### config.mk
export PLATFORM = sky130hd
export DESIGN_NAME = stripe_rd_sequencer
export DESIGN_NICKNAME = d
export VERILOG_FILES = /design/src/rtl/ec_acc_pkg.sv /design/src/rtl/stripe_rd_sequencer_lane_prio_pick.sv /design/src/rtl/stripe_rd_sequencer.sv
export SDC_FILE = /design/constraint.sdc
export NUM_CORES = 1
export LEC_CHECK = 0
export CORE_MARGIN = 2
export CORE_UTILIZATION = 40
export CTS_CLUSTER_DIAMETER = 50
export CTS_CLUSTER_SIZE = 12
export DETAILED_ROUTE_END_ITERATION = 16
export PLACE_DENSITY = 0.74
export SYNTH_ARGS = -nofsm -noshare
export SYNTH_HDL_FRONTEND = slang
export SYNTH_HIERARCHICAL = 1
export SYNTH_SLANG_ARGS = --single-unit
### constraint.sdc
create_clock -name clk -period 4.4 [get_ports clk]
set_clock_uncertainty 0.15 [all_clocks]
set_input_delay 0.88 -clock clk [delete_from_list [all_inputs] [get_ports clk]]
set_output_delay 0.88 -clock clk [all_outputs]
set_load 0.05 [all_outputs]
### src/rtl/ec_acc_pkg.sv
// Shared types and limits for the erasure-coding accelerator datapath blocks.
package ec_acc_pkg;

  localparam int MAX_LANES = 16;

  typedef enum logic [1:0] {
    IDLE  = 2'd0,
    FETCH = 2'd1,
    OUT   = 2'd2,
    DONE  = 2'd3
  } stripe_seq_state_e;

endpackage

### src/rtl/stripe_rd_sequencer_lane_prio_pick.sv
// Lowest-index priority picker: one-hot grant of the least significant eligible lane.
module lane_prio_pick #(
  parameter int N = 4
) (
  input  logic [N-1:0] req_i,
  output logic [N-1:0] grant_o,
  output logic         found_o
);

  // Two's-complement trick isolates the lowest set bit.
  assign grant_o = req_i & (~req_i + {{(N-1){1'b0}}, 1'b1});
  assign found_o = |req_i;

endmodule

### src/rtl/stripe_rd_sequencer.sv
// Read-side stripe scheduler: pulls one word per lane from the data FIFOs,
// assembles the stripe and presents it to the encoder over valid/ready.
module stripe_rd_sequencer
  import ec_acc_pkg::*;
#(
  parameter int NUM_LANES = 4,
  parameter int DATA_W    = 32,
  parameter int CNT_W     = 16
) (
  input  logic                        clk,
  input  logic                        rst_n,
  input  logic                        start,
  input  logic [CNT_W-1:0]            num_stripes,
  input  logic                        abort,
  output logic                        busy,
  output logic                        done,
  input  logic [NUM_LANES-1:0]        fifo_empty,
  output logic [NUM_LANES-1:0]        fifo_rd_req,
  input  logic [NUM_LANES-1:0]        fifo_rd_data_val,
  input  logic [NUM_LANES*DATA_W-1:0] fifo_rd_data,
  output logic                        out_valid,
  input  logic                        out_ready,
  output logic [NUM_LANES*DATA_W-1:0] out_data,
  output logic [CNT_W-1:0]            out_stripe_idx,
  output logic                        err_unexp_val
);

  localparam int LW = NUM_LANES * DATA_W;

  stripe_seq_state_e state_q, state_d;

  logic [CNT_W-1:0]     cnt_q, cnt_d;
  logic [CNT_W-1:0]     total_q, total_d;
  logic [CNT_W-1:0]     cnt_inc;
  logic [NUM_LANES-1:0] req_sent_q, req_sent_d;
  logic [NUM_LANES-1:0] got_q, got_d;
  logic [NUM_LANES-1:0] pend_q, pend_d;
  logic [NUM_LANES-1:0] rd_req_q, rd_req_d;
  logic [LW-1:0]        lane_q, lane_d;
  logic                 err_q, err_d;

  logic [NUM_LANES-1:0] elig;
  logic [NUM_LANES-1:0] pick_grant;
  logic                 pick_found;
  logic [NUM_LANES-1:0] cap;

  // pend_q tracks reads actually outstanding at the FIFO; it survives abort so
  // late data from a cancelled job is dropped quietly and never re-requested over.
  assign elig = (state_q == FETCH) ? (~req_sent_q & ~fifo_empty & ~pend_q) : '0;
  assign cap  = (state_q == FETCH) ? (fifo_rd_data_val & pend_q & req_sent_q & ~got_q) : '0;
  assign cnt_inc = cnt_q + {{(CNT_W-1){1'b0}}, 1'b1};

  lane_prio_pick #(
    .N (NUM_LANES)
  ) u_pick (
    .req_i   (elig),
    .grant_o (pick_grant),
    .found_o (pick_found)
  );

  always_comb begin
    state_d    = state_q;
    cnt_d      = cnt_q;
    total_d    = total_q;
    req_sent_d = req_sent_q;
    got_d      = got_q;
    pend_d     = pend_q & ~fifo_rd_data_val;
    rd_req_d   = '0;
    lane_d     = lane_q;
    err_d      = err_q | (|(fifo_rd_data_val & ~pend_q));

    for (int l = 0; l < NUM_LANES; l++) begin
      if (cap[l]) begin
        lane_d[l*DATA_W +: DATA_W] = fifo_rd_data[l*DATA_W +: DATA_W];
      end
    end

    case (state_q)
      IDLE: begin
        if (start && !abort) begin
          total_d    = num_stripes;
          cnt_d      = '0;
          err_d      = 1'b0;
          req_sent_d = '0;
          got_d      = '0;
          state_d    = (num_stripes == '0) ? DONE : FETCH;
        end
      end
      FETCH: begin
        got_d = got_q | cap;
        if (pick_found) begin
          rd_req_d   = pick_grant;
          req_sent_d = req_sent_q | pick_grant;
          pend_d     = pend_d | pick_grant;
        end
        if (&got_d) begin
          state_d = OUT;
        end
      end
      OUT: begin
        if (out_ready) begin
          cnt_d      = cnt_inc;
          req_sent_d = '0;
          got_d      = '0;
          state_d    = (cnt_inc == total_q) ? DONE : FETCH;
        end
      end
      DONE: begin
        state_d = IDLE;
      end
      default: begin
        state_d = IDLE;
      end
    endcase

    if (abort) begin
      state_d    = IDLE;
      req_sent_d = '0;
      got_d      = '0;
      rd_req_d   = '0;
      pend_d     = pend_q & ~fifo_rd_data_val;
    end
  end

  always_ff @(posedge clk) begin
    if (!rst_n) begin
      state_q    <= IDLE;
      cnt_q      <= '0;
      total_q    <= '0;
      req_sent_q <= '0;
      got_q      <= '0;
      pend_q     <= '0;
      rd_req_q   <= '0;
      lane_q     <= '0;
      err_q      <= 1'b0;
    end else begin
      state_q    <= state_d;
      cnt_q      <= cnt_d;
      total_q    <= total_d;
      req_sent_q <= req_sent_d;
      got_q      <= got_d;
      pend_q     <= pend_d;
      rd_req_q   <= rd_req_d;
      lane_q     <= lane_d;
      err_q      <= err_d;
    end
  end

  assign busy           = (state_q != IDLE);
  assign done           = (state_q == DONE);
  assign out_valid      = (state_q == OUT);
  assign fifo_rd_req    = rd_req_q;
  assign out_data       = lane_q;
  assign out_stripe_idx = cnt_q;
  assign err_unexp_val  = err_q;

endmodule
==> Word level (Yosys, flattened, before mapping) <==
Index checks and enable logic that the tools add are counted.
{ "op_classes": {"n_addsub": 2, "multipliers": 0, "n_bitwise": 21, "n_shift": 0, "n_reduce_logical": 17, "order_cmp": 0, "n_mux": 21, "eq_ne": 8, "div": 0} }
{ "ops": {"columns": ["op", "n"], "rows": [
  ["$and 4x4->4", 8],
  ["$mux 16", 2],
  ["$mux 4", 8],
  ["$pmux 16 s2", 1],
  ["$not 4->4", 6],
  ["$pmux 4 s3", 2],
  ["$add 16x1->16 const B", 1],
  ["$eq 16x16->1", 1],
  ["$logic_not 16->1", 1],
  ["$or 4x4->4", 3],
  ["$reduce_or 4->1", 3],
  ["$mux 2", 5],
  ["$reduce_and 3->1", 3],
  ["$pmux 2 s4", 1],
  ["$reduce_and 4->1", 2],
  ["$add 4x1->4 const B", 1],
  ["$eq 2x2->1 const B", 2],
  ["$ne 2x1->1 const B", 2],
  ["$ne 2x2->1 const B", 2],
  ["$reduce_bool 2->1", 2],
  ["$not 1->1", 3],
  ["$reduce_bool 3->1", 1],
  ["$eq 2x1->1 const B", 1],
  ["$logic_not 2->1", 1],
  ["6 further kinds", 7]
]} }
{ "totals": {"ramBits": 0, "memories": 0, "register_bits": 179, "mem_bits_ro": 0, "in_bits": 157, "out_inout_bits": 152, "word_cells": 81, "latchBits": 0} }

==> Depth between registers and ports, before layout <==
{ "depth": {"ltp_word": 11, "depth_mapped": 8, "mapped_depth_nobuf": 7} }

==> Hierarchy <==
The synthesis kept the hierarchy.
{ "by_module_without_submodules": {"columns": ["module", "seq_area_each_um2", "n_inst", "area_each_um2", "cells_per_inst"], "rows": [
  ["stripe_rd_sequencer", 3583.4, 1, 7425.9, 900],
  ["lane_prio_pick", 0.0, 1, 40.0, 5]
]} }

==> Least setup slack after synthesis <==
No wires, ideal clock.
{ "synth_path": {"kind": "input to register", "startpoint": "input port fifo_empty[0]", "endpoint": "register pend_q[3]", "slack_ps": 2121, "required_time_ps": 4134, "setup_ps": 116, "path_buffers": 0, "arrival_ps": 2013, "stages": 5, "path_cell_list": "nor4_1 or4_1 and3_2 and2_1 a31o_2"} }
{ "synth_via": {"elab_cells_between_ends": 12, "classes_between": "1 x add/sub; 4 x mux; 6 x bitwise; 1 x reduce/logical"} }
{ "synth_lines": {"columns": ["item", "line", "text"], "rows": [
  ["from (decl)", "stripe_rd_sequencer.sv:17", "input logic [NUM_LANES-1:0] fifo_empty,"],
  ["$not 4->4", "stripe_rd_sequencer.sv:49", "assign elig = (state_q == FETCH) ? (~req_sent_q & ~fifo_empty & ~pend_q) : '0;"],
  ["$and 4x4->4 (2 in a row)", "stripe_rd_sequencer.sv:49", null],
  ["$mux 4", "stripe_rd_sequencer.sv:49", null],
  ["$reduce_or 4->1", "stripe_rd_sequencer_lane_prio_pick.sv:12", "assign found_o = |req_i;"],
  ["net pick_found", "stripe_rd_sequencer.sv:44", "logic pick_found;"],
  ["$mux 4", "stripe_rd_sequencer.sv:91", "if (pick_found) begin"],
  ["$mux 4", "stripe_rd_sequencer.sv:78", "case (state_q)"],
  ["$mux 4", "stripe_rd_sequencer.sv:116", "if (abort) begin"],
  ["to (signal assigned)", "stripe_rd_sequencer.sv:142", "pend_q <= pend_d;"],
  ["to (decl)", "stripe_rd_sequencer.sv:37", "logic [NUM_LANES-1:0] pend_q, pend_d;"]
]} }
The timed path passes the listed nets, and every way through them passes these cells.
A chain may end at the register's enable or synchronous reset.

==> Worst setup path after layout <==
{ "layout_path": {"startpoint": "register state_q[0]", "endpoint": "output port busy"} }
{ "layout_via": {"elab_chain_cells": 1} }
{ "layout_lines": {"columns": ["item", "line", "text"], "rows": [
  ["from (decl)", "stripe_rd_sequencer.sv:30", "stripe_seq_state_e state_q, state_d;"],
  ["from (signal assigned)", "stripe_rd_sequencer.sv:137", "state_q <= state_d;"],
  ["$reduce_bool 2->1", "stripe_rd_sequencer.sv:149", "assign busy = (state_q != IDLE);"],
  ["to (decl)", "stripe_rd_sequencer.sv:15", "output logic busy,"]
]} }
No other way between the ends.

==> results.sh <==
export IMPL_dieArea_um2=19800
export IMPL_cp_top_family="buffers and inverters"
export IMPL_avgSynthCellArea_um2=8.25
export IMPL_cp_start_kind="flip-flop"
export IMPL_hpwl_um=16200
export IMPL_worst_slack_ns=1.32
export IMPL_hold_buffers=0
export IMPL_pwr_share_seq=0.471
export IMPL_cts_sinks=179
export IMPL_cp_num_buf_inv=1
export IMPL_crit_fanout=9
export IMPL_worstHoldStart="out_data[48]"
export IMPL_layout_common_cells="nand2_1, clkdlybuf4s50_1, dfxtp_1, a21boi_0, nor2_1"
export IMPL_cpPeakStageDelay_ns=0.86
export IMPL_io_pins=309
export IMPL_drt_iter0_markers=403
export IMPL_dr_pass1_iters=6
export IMPL_ys_warn_count=6
export IMPL_avgViaCountPerCell=5.05
export IMPL_final_core_util=0.619
export IMPL_syn_inst=905
export IMPL_status="finished, final reports clean"
export IMPL_start_util=0.411
export IMPL_synth_async_reset_ratio=0
export IMPL_cts_resized=0
export IMPL_ys_seq_area_frac=0.480
export IMPL_rsz0062_at_grt="false"
export IMPL_wl_per_cell_um=16.1
export IMPL_reg2reg_from="state_q[0]"
export IMPL_crit_start="state_q[0]"
export IMPL_gp_congestion=0.830
export IMPL_clkLatencyLatePin_ns=0.42
export IMPL_multi_input_area_um2=3580
export IMPL_synth_area_leaders="dfxtp_1, nand2_1, a21boi_0"
export IMPL_antenna_found_initial=0
export IMPL_path_class="reg -> out"
export IMPL_cts_tree="built"
export IMPL_crit_path_cell_trace="or2_1 > clkdlybuf4s50_1"
export IMPL_period_needed_ns=3.08
export IMPL_switching_power_mw=0.808
export IMPL_max_freq_mhz=325
export IMPL_h_tree_depth=4
export IMPL_grt_max_degree=166
export IMPL_num_vias=7150
export IMPL_max_cap_violations=0
export IMPL_antenna_left=0
export IMPL_powerDensity_nw_per_um2=310
export IMPL_diodes=0
export IMPL_finalSetupViolCount=0
export IMPL_p_leak_nw=3.77
export IMPL_slowest_stage="clkdlybuf4s50_1"
export IMPL_arrival_ns=2.05
export IMPL_drc=0
export IMPL_worst_slew_pin_slew_ns=1.11
export IMPL_end_kind="output pin"
export IMPL_synth_top_cell_area_share=0.480
export IMPL_area_growth_pct=50.4
export IMPL_hold_class="reg -> reg"
export IMPL_power_switching_share=0.232
export IMPL_path_clk_slew_ns=0.07
export IMPL_drv_slew=0
export IMPL_slew_headroom=0.262
export IMPL_grt_pass1_vias=6846
export IMPL_required_ns=3.37
export IMPL_drive_gt1_frac=0.0539
export IMPL_nFillCells=1590
export IMPL_cell_internal_pwr_mw=2.67
export IMPL_io_buffers=308
export IMPL_cts_made_buffers=17
export IMPL_hold_viol_final=0
export IMPL_yosys_area_top_type="dfxtp_1"
export IMPL_synthesis_area_um2=7470
export IMPL_root_buffer="clkbuf_16"
export IMPL_fin_crit_sh=0.699
export IMPL_dp_slack_ns=1.38
export IMPL_die_w_um=141
export IMPL_combPwrFrac=0.077
export IMPL_ys_seq_elements=179
export IMPL_post_cts_buffers=0
export IMPL_fin_tns_setup_ns=0
export IMPL_core_area_um2=18100
export IMPL_ys_flop_type="dfxtp_1"
export IMPL_power_frac_clock=0.452
export IMPL_ys_types=57
export IMPL_overflow=0
export IMPL_fin_nets=1333
export IMPL_final_common_cell="nand2_1"
export IMPL_synth_edf_count=0
export IMPL_wirelength_um=22800
export IMPL_synth_nets=1063
export IMPL_grt_pass1_wl_um=36200
export IMPL_seqCellArea_um2=3580
export IMPL_irDropWorstVdd_v=0.000243
export IMPL_rows=49
export IMPL_max_clock_path_buffers=2
export IMPL_dieHeight_um=141
export IMPL_grtUsageTotal=0.227
[worst reg2reg max path: stages (launching register included)]
cell and delay (ns):
dfxtp_1 0.55, nand2b_1 0.38, nor4_1 0.62, or4_1 0.24, a21oi_1 0.06, o21ai_0 0.39
a21oi_1 0.13, nor2_1 0.10
[final cells by class]
class                   count  share of cell area
multi-input cells         654               0.319
inverters                   9             0.00301
repair buffers            314               0.280
well taps                 229              0.0255
clock inverters            14              0.0147
flip-flops and latches    179               0.319
clock buffers              18              0.0391
[flip-flops by register name, summed over array words and instances, names as in the netlist]
register        cells
fifo_rd_req         4
pend_q              4
got_q               4
req_sent_q          4
out_stripe_idx     16
state_q             2
out_data          128
total_q            16
err_unexp_val       1
[metal layers]
layer | GRT usage | share of wire | routed length (um)
met3 | 0.0696 | 0.077 | 1750
met1 | 0.289 | 0.43 | 9720
met2 | 0.365 | 0.46 | 10500
met5 | 0 | 0 | 0
met4 | 0.0868 | 0.033 | 756
[synth_stat cells, types with 7 or more instances]
| cell | number |
|---|---|
| nand4_1 | 8 |
| dfxtp_1 | 179 |
| clkbuf_1 | 27 |
| a31oi_1 | 7 |
| inv_1 | 9 |
| nor2_1 | 24 |
| xor2_1 | 9 |
| buf_2 | 34 |
| and2_1 | 7 |
| nor3_1 | 9 |
| a21boi_0 | 127 |
| xnor2_1 | 7 |
| a21oi_1 | 14 |
| nor4_1 | 10 |
| nand3_1 | 11 |
| nand2_1 | 308 |
| o21ai_0 | 15 |
| nor2b_1 | 12 |
| a21boi_1 | 21 |
[final timing paths]
kind | endpoint | slack, ns | cells past startpoint
worst max-delay path | busy | 1.32 | 2
worst max register to register | req_sent_q[0] | 1.72 | 7
worst min-delay path | out_data[48] | 0.30 | 2
worst min register to register | out_data[48] | 0.30 | 2
[power groups by stage]
stage                     Sequential, mW  Combinational, mW  Clock (mW)
after global placement              1.67              0.266           0
after detailed placement            1.67              0.267           0
final                               1.64              0.269        1.57
after global routing                1.64              0.289        1.68
after CTS                           1.64              0.269        1.62
after floorplan                     1.68             0.0935           0
[stage by stage]
step | cell area [um2] | cells | power, mW | hold WS [ns]
final | 11200 | 1417 | 3.48 | 0.304
after floorplan | 7470 | 905 | 1.77 | 0.297
after global routing | 11200 | 1417 | 3.61 | 0.324
after global placement | 10600 | 1385 | 1.94 | 0.289
after detailed placement | 10600 | 1385 | 1.94 | 0.296
after CTS | 11200 | 1417 | 3.52 | 0.306
[kinds of logic after synthesis]
group / after synthesis / share of synthesized area
XOR/XNOR: 16 / 0.0188
AO/OA/AOI/OAI: 218 / 0.214
AND/OR/NAND/NOR: 419 / 0.242
buffers and inverters: 72 / 0.0429
flip-flops: 179 / 0.480
adder cells (fa/ha/maj): 1 / 0.00168
No activity file was read; power rests on OpenSTA's default activity.
